**src/rtl/bm_mac_window_drain_pkg.sv**
```systemverilog
// Shared widths, defaults and FSM encoding for the MAC window-drain block.
package bm_mac_window_drain_pkg;

  localparam int BITS0      = 9;
  localparam int BITS2      = 18;
  localparam int DECIM_DEF  = 8;
  localparam int DEPTH_DEF  = 4;

  typedef enum logic [1:0] {
    IDLE  = 2'd0,
    PRIME = 2'd1,
    RUN   = 2'd2
  } state_t;

endpackage

```
**src/rtl/bm_drain_fifo.sv**
```systemverilog
// Parameterised first-word-fall-through FIFO; head reads 0 while empty.
// A push while full is accepted only when a pop happens on the same edge.
module bm_drain_fifo #(
  parameter int W     = 18,
  parameter int DEPTH = 4
) (
  input  logic         clock,
  input  logic         reset_n,
  input  logic         push,
  input  logic [W-1:0] push_data,
  input  logic         pop,
  output logic         full,
  output logic         empty,
  output logic [W-1:0] head
);

  localparam int AW = $clog2(DEPTH);

  logic [W-1:0]  mem [DEPTH];
  logic [AW-1:0] wr_ptr;
  logic [AW-1:0] rd_ptr;
  logic [AW:0]   level;
  logic          do_pop;
  logic          do_push;

  assign empty   = (level == '0);
  assign full    = (level == (AW+1)'(DEPTH));
  assign do_pop  = pop && !empty;
  assign do_push = push && (!full || do_pop);
  assign head    = empty ? '0 : mem[rd_ptr];

  // NOTE: sequential state uses non-blocking assignments so every flop samples pre-edge values.
  always_ff @(posedge clock or negedge reset_n) begin
    if (!reset_n) begin
      wr_ptr <= '0;
      rd_ptr <= '0;
      level  <= '0;
    end else begin
      if (do_push) wr_ptr <= wr_ptr + 1'b1;
      if (do_pop)  rd_ptr <= rd_ptr + 1'b1;
      case ({do_push, do_pop})
        2'b10:   level <= level + 1'b1;
        2'b01:   level <= level - 1'b1;
        default: level <= level;
      endcase
    end
  end

  // NOTE: storage has no reset; level gates every read, so stale words are never visible.
  always_ff @(posedge clock) begin
    if (do_push) mem[wr_ptr] <= push_data;
  end

endmodule

```
**src/rtl/bm_mac_window_drain.sv**
```systemverilog
// Windows a free-running wrapping accumulator into per-window deltas and buffers them.
// Optional build macro BM_DRAIN_ZERO_SKIP_EN: zero-valued window deltas are not pushed.
module bm_mac_window_drain
  import bm_mac_window_drain_pkg::*;
#(
  parameter int BITS2 = bm_mac_window_drain_pkg::BITS2,
  parameter int DECIM = DECIM_DEF,
  parameter int DEPTH = DEPTH_DEF
) (
  input  logic             clock,
  input  logic             reset_n,
  input  logic [BITS2-1:0] acc_in,
  input  logic             acc_vld,
  input  logic             start,
  input  logic             stop,
  output logic [BITS2-1:0] out_data,
  output logic             out_valid,
  input  logic             out_ready,
  output logic             busy,
  output logic             ovf
);

  localparam int            CW       = (DECIM > 1) ? $clog2(DECIM) : 1;
  localparam logic [CW-1:0] CNT_LAST = CW'(DECIM - 1);

  state_t           state;
  state_t           state_nxt;
  logic [BITS2-1:0] base;
  logic [CW-1:0]    cnt;
  logic [BITS2-1:0] delta;
  logic             window_done;
  logic             push_req;
  logic             pop;
  logic             full;
  logic             empty;

  // Unsigned subtraction wraps modulo 2^BITS2, matching the accumulator itself.
  assign delta       = acc_in - base;
  assign window_done = (state == RUN) && acc_vld && !stop && (cnt == CNT_LAST);

`ifdef BM_DRAIN_ZERO_SKIP_EN
  assign push_req = window_done && (delta != '0);
`else
  assign push_req = window_done;
`endif

  assign out_valid = !empty;
  assign pop       = out_valid && out_ready;
  assign busy      = (state != IDLE);

  // NOTE: next-state defaults come first so no path through the case can infer a latch.
  always_comb begin
    state_nxt = state;
    case (state)
      IDLE:    if (start) state_nxt = PRIME;
      PRIME: begin
        if (stop)         state_nxt = IDLE;
        else if (acc_vld) state_nxt = RUN;
      end
      RUN:     if (stop) state_nxt = IDLE;
      default: state_nxt = IDLE;
    endcase
  end

  always_ff @(posedge clock or negedge reset_n) begin
    if (!reset_n) begin
      state <= IDLE;
      base  <= '0;
      cnt   <= '0;
      ovf   <= 1'b0;
    end else begin
      state <= state_nxt;

      if (state == PRIME && acc_vld) begin
        base <= acc_in;
        cnt  <= '0;
      end else if (state == RUN && acc_vld) begin
        if (cnt == CNT_LAST) begin
          base <= acc_in;
          cnt  <= '0;
        end else begin
          cnt <= cnt + 1'b1;
        end
      end

      // A result is lost only when the FIFO is full and nothing leaves on this edge.
      if (state == IDLE && start)   ovf <= 1'b0;
      else if (push_req && full && !pop) ovf <= 1'b1;
    end
  end

  bm_drain_fifo #(
    .W     (BITS2),
    .DEPTH (DEPTH)
  ) u_fifo (
    .clock     (clock),
    .reset_n   (reset_n),
    .push      (push_req),
    .push_data (delta),
    .pop       (pop),
    .full      (full),
    .empty     (empty),
    .head      (out_data)
  );

endmodule

```
**config.mk**
```make
export PLATFORM = sky130hd
export DESIGN_NAME = bm_mac_window_drain
export DESIGN_NICKNAME = d
export VERILOG_FILES = /design/src/rtl/bm_mac_window_drain_pkg.sv /design/src/rtl/bm_drain_fifo.sv /design/src/rtl/bm_mac_window_drain.sv
export SDC_FILE = /design/constraint.sdc
export NUM_CORES = 1
export LEC_CHECK = 0
export ABC_AREA = 1
export BUFFER_PORTS_ARGS = -buffer_cell sky130_fd_sc_hd__buf_2
export CAP_MARGIN = 40
export CORE_MARGIN = 1.5
export CORE_UTILIZATION = 41
export DETAILED_ROUTE_END_ITERATION = 12
export HOLD_SLACK_MARGIN = 0.1
export PLACE_DENSITY = 0.64
export SYNTH_ARGS = -nofsm -noshare
export SYNTH_HDL_FRONTEND = slang
export SYNTH_SLANG_ARGS = --single-unit
```
**constraint.sdc**
```tcl
create_clock -name clock -period 2.7 [get_ports clock]
set_clock_uncertainty 0.1 [all_clocks]
set_input_delay 0.27 -clock clock [delete_from_list [all_inputs] [get_ports clock]]
set_output_delay 0.27 -clock clock [all_outputs]
set_load 0.005 [all_outputs]
```
==> flow_summary.json <==
{
  "critPathRequiredTime_ns": 2.33,
  "initial_core_util_pct": 42.6,
  "syn-num-nets": 602,
  "worst_path_largest_cell_delay_ns": 0.50,
  "antenna_found_initial": 0,
  "globalplace.congestion": 0.851,
  "yosys-top-cells-count": "nor2_1 (117), nand2_1 (82), edfxtp_1 (72)",
  "holdPathStages": 3,
  "critPathSlowestCell": "clkinv_1",
  "antenna_left": 0,
  "yosysWarnings": 0,
  "grt_max_degree": 38,
  "synth_area_per_cell_um2": 9.37,
  "die_h_um": 115,
  "synth.distinct_cells": 29,
  "vias_per_cell": 4.85,
  "synth_top_cell_by_area": "edfxtp_1",
  "post-cts-setup-buffers": 0,
  "num_rows": 40,
  "crit_type": "reg2out",
  "power_leakage_uw": 0.00270,
  "ys_top_cells_by_area": "edfxtp_1 (42%), dfrtp_1 (15%), nor2_1 (8.5%)",
  "place_area_um2": 5620,
  "clock-sinks": 103,
  "final-hold-violation-count": 0,
  "rr_worst_depth": 11,
  "cts_htree_levels": 3,
  "powerDensity_nw_per_um2": 1050,
  "max_slew_margin_pct": 53.2,
  "synth_ff_type": "edfxtp_1",
  "nNetsFinal": 666,
  "clock_tree.buffer_depth": 2,
  "synth_top_area_share_pct": 41.7,
  "die_w_um": 115,
  "clk_pin_slew_ns": 0.07,
  "hold_start": "acc_in[2]",
  "worst_pin_slew_ns": 0.702,
  "reg2reg_from": "cnt[0]",
  "hp-class": "in2reg",
  "tns_ns": 0,
  "crit_path_start_kind": "flip-flop",
  "grt_pass1_wl_mm": 17.4,
  "hpwl_mm": 7.03,
  "vdd_drop_max_uv": 412,
  "status": "completed",
  "design.die.area_um2": 13300,
  "async_flop_share_pct": 30.1,
  "grt_usage_pct": 17.1,
  "drc_errors": 0,
  "drt_iter0_markers": 214,
  "reg2reg_slack_ns": 0.61,
  "overflow": 0,
  "clk_latency_ns": 0.35,
  "maxCapViolCount": 0,
  "cp-startpoint": "u_fifo.rd_ptr[1]",
  "root_buffer": "clkbuf_16",
  "area_delta_synth_final_pct": 17.5,
  "core-area_um2": 12200,
  "synth.most_common_cell": "nor2_1",
  "post-route-util_pct": 50.1,
  "drv_slew": 0,
  "postSynthCellCount": 553,
  "end_kind": "output port",
  "io_pins": 45,
  "hold_path_end": "base[2]",
  "cts_tree": "done",
  "max_freq_mhz": 440,
  "ys_ff_latch": 103,
  "r2r_end": "u_fifo.level[2]",
  "io_buffer_count": 44,
  "drive_above_1_share_pct": 12.4,
  "period_needed_ns": 2.27,
  "dr.pass1.iters": 4,
  "rsz0062_at_grt": "false",
  "finalSetupViolCount": 0,
  "synth.cell_area_um2": 5180,
  "first_global_vias": 3723,
  "cp.arrival_ns": 1.90,
  "crit_path_max_fanout": 18,
  "crit_chain": "clkinv_1 -> nor2_1 -> o21ai_0 -> a21oi_1 -> buf_2",
  "yosysSeqAreaShare_pct": 56.7,
  "diodes": 0,
  "num_vias": 3834,
  "period_share_pct": 84.1,
  "synth-edff-count": 72,
  "cts_buffers": 9,
  "wl_mm": 10.4,
  "final_area_um2": 6090,
  "avgRoutedWirePerCell_um": 13.2
}
metrics by stage:
| step | total power [µW] | worst slack (ns) | instances | hold slack [ns] |
|---|---|---|---|---|
| floorplan | 4140 | 0.357 | 553 | -0.126 |
| global placement | 4910 | 0.611 | 758 | 0.258 |
| detailed placement | 5040 | 0.573 | 759 | 0.264 |
| CTS | 6440 | 0.376 | 790 | 0.101 |
| global route | 6880 | 0.204 | 790 | 0.117 |
| finish | 6390 | 0.428 | 790 | 0.103 |
kinds of logic after synthesis:
group | share of synthesized area, %
XOR/XNOR | 2.03
AO/OA/AOI/OAI | 9.93
adder cells (fa/ha/maj) | 6.33
multiplexers | 0.217
buffers and inverters | 5.77
AND/OR/NAND/NOR | 19.0
flip-flops | 56.7
layout by cell type (no fill, tap or decap), types with 9 or more instances in the layout:
master	count
nand3_1	22
nor2_1	117
edfxtp_1	72
a21oi_1	52
inv_1	58
o21ai_0	43
buf_2	44
ha_1	23
xor2_1	11
nand2_1	82
clkbuf_16	9
dlygate4sd3_1	15
dfrtp_1	31
report_power, final:
| part | internal (µW) | leakage, µW | switching, µW |
|---|---|---|---|
| combinational | 973 | 0.00155 | 1800 |
| sequential | 2180 | 0.000999 | 67.7 |
| clock | 748 | 0.000154 | 622 |
per-layer routing:
layer  vias to the layer above  part of all wire, %  track usage, %
met2                        78                   48            28.5
met3                        17                  2.9            2.48
met1                      1769                   47            22.4
met4                         0                  2.0            7.24
li1                       1970                    -               -
met5                         -                    0               0
critical path: cells and delay by family (launching register included):
kind / cells / cell delay (ns)
and+or+nand+nor: 1 / 0.25
buffers and inverters: 2 / 0.65
DFF: 1 / 0.36
AOI/OAI and AO/OA: 2 / 0.29
how the worst max path moves through the flow:
stage / to / cells after the start
CTS: out_data[14] / 5
floorplan: u_fifo.mem[0][0] / 6
global placement: u_fifo.mem[1][16] / 13
global route: out_data[14] / 5
finish: out_data[6] / 5
detailed placement: u_fifo.mem[1][16] / 13
final cells by class:
cell class | count | area, µm²
flip-flops and latches | 103 | 2940
well taps | 168 | 210
clock buffers | 9 | 225
fillers | 1121 | 6070
multi-input cells | 375 | 1940
clock inverters | 7 | 91.3
repair buffers | 67 | 450
inverters | 61 | 229
timing repair:
item / 4_1_cts / 5_1_grt
endpoints found under the hold margin: 45 / 0
hold buffers: 15 / 0
resized for setup: 0 / 0
registers in the layout, indices dropped and copies added (netlist names):
signal	flops
base	18
cnt	3
ovf	1
state	2
u_fifo.level	3
u_fifo.mem	72
u_fifo.rd_ptr	2
u_fifo.wr_ptr	2
Power figures use the tool's default switching activity.
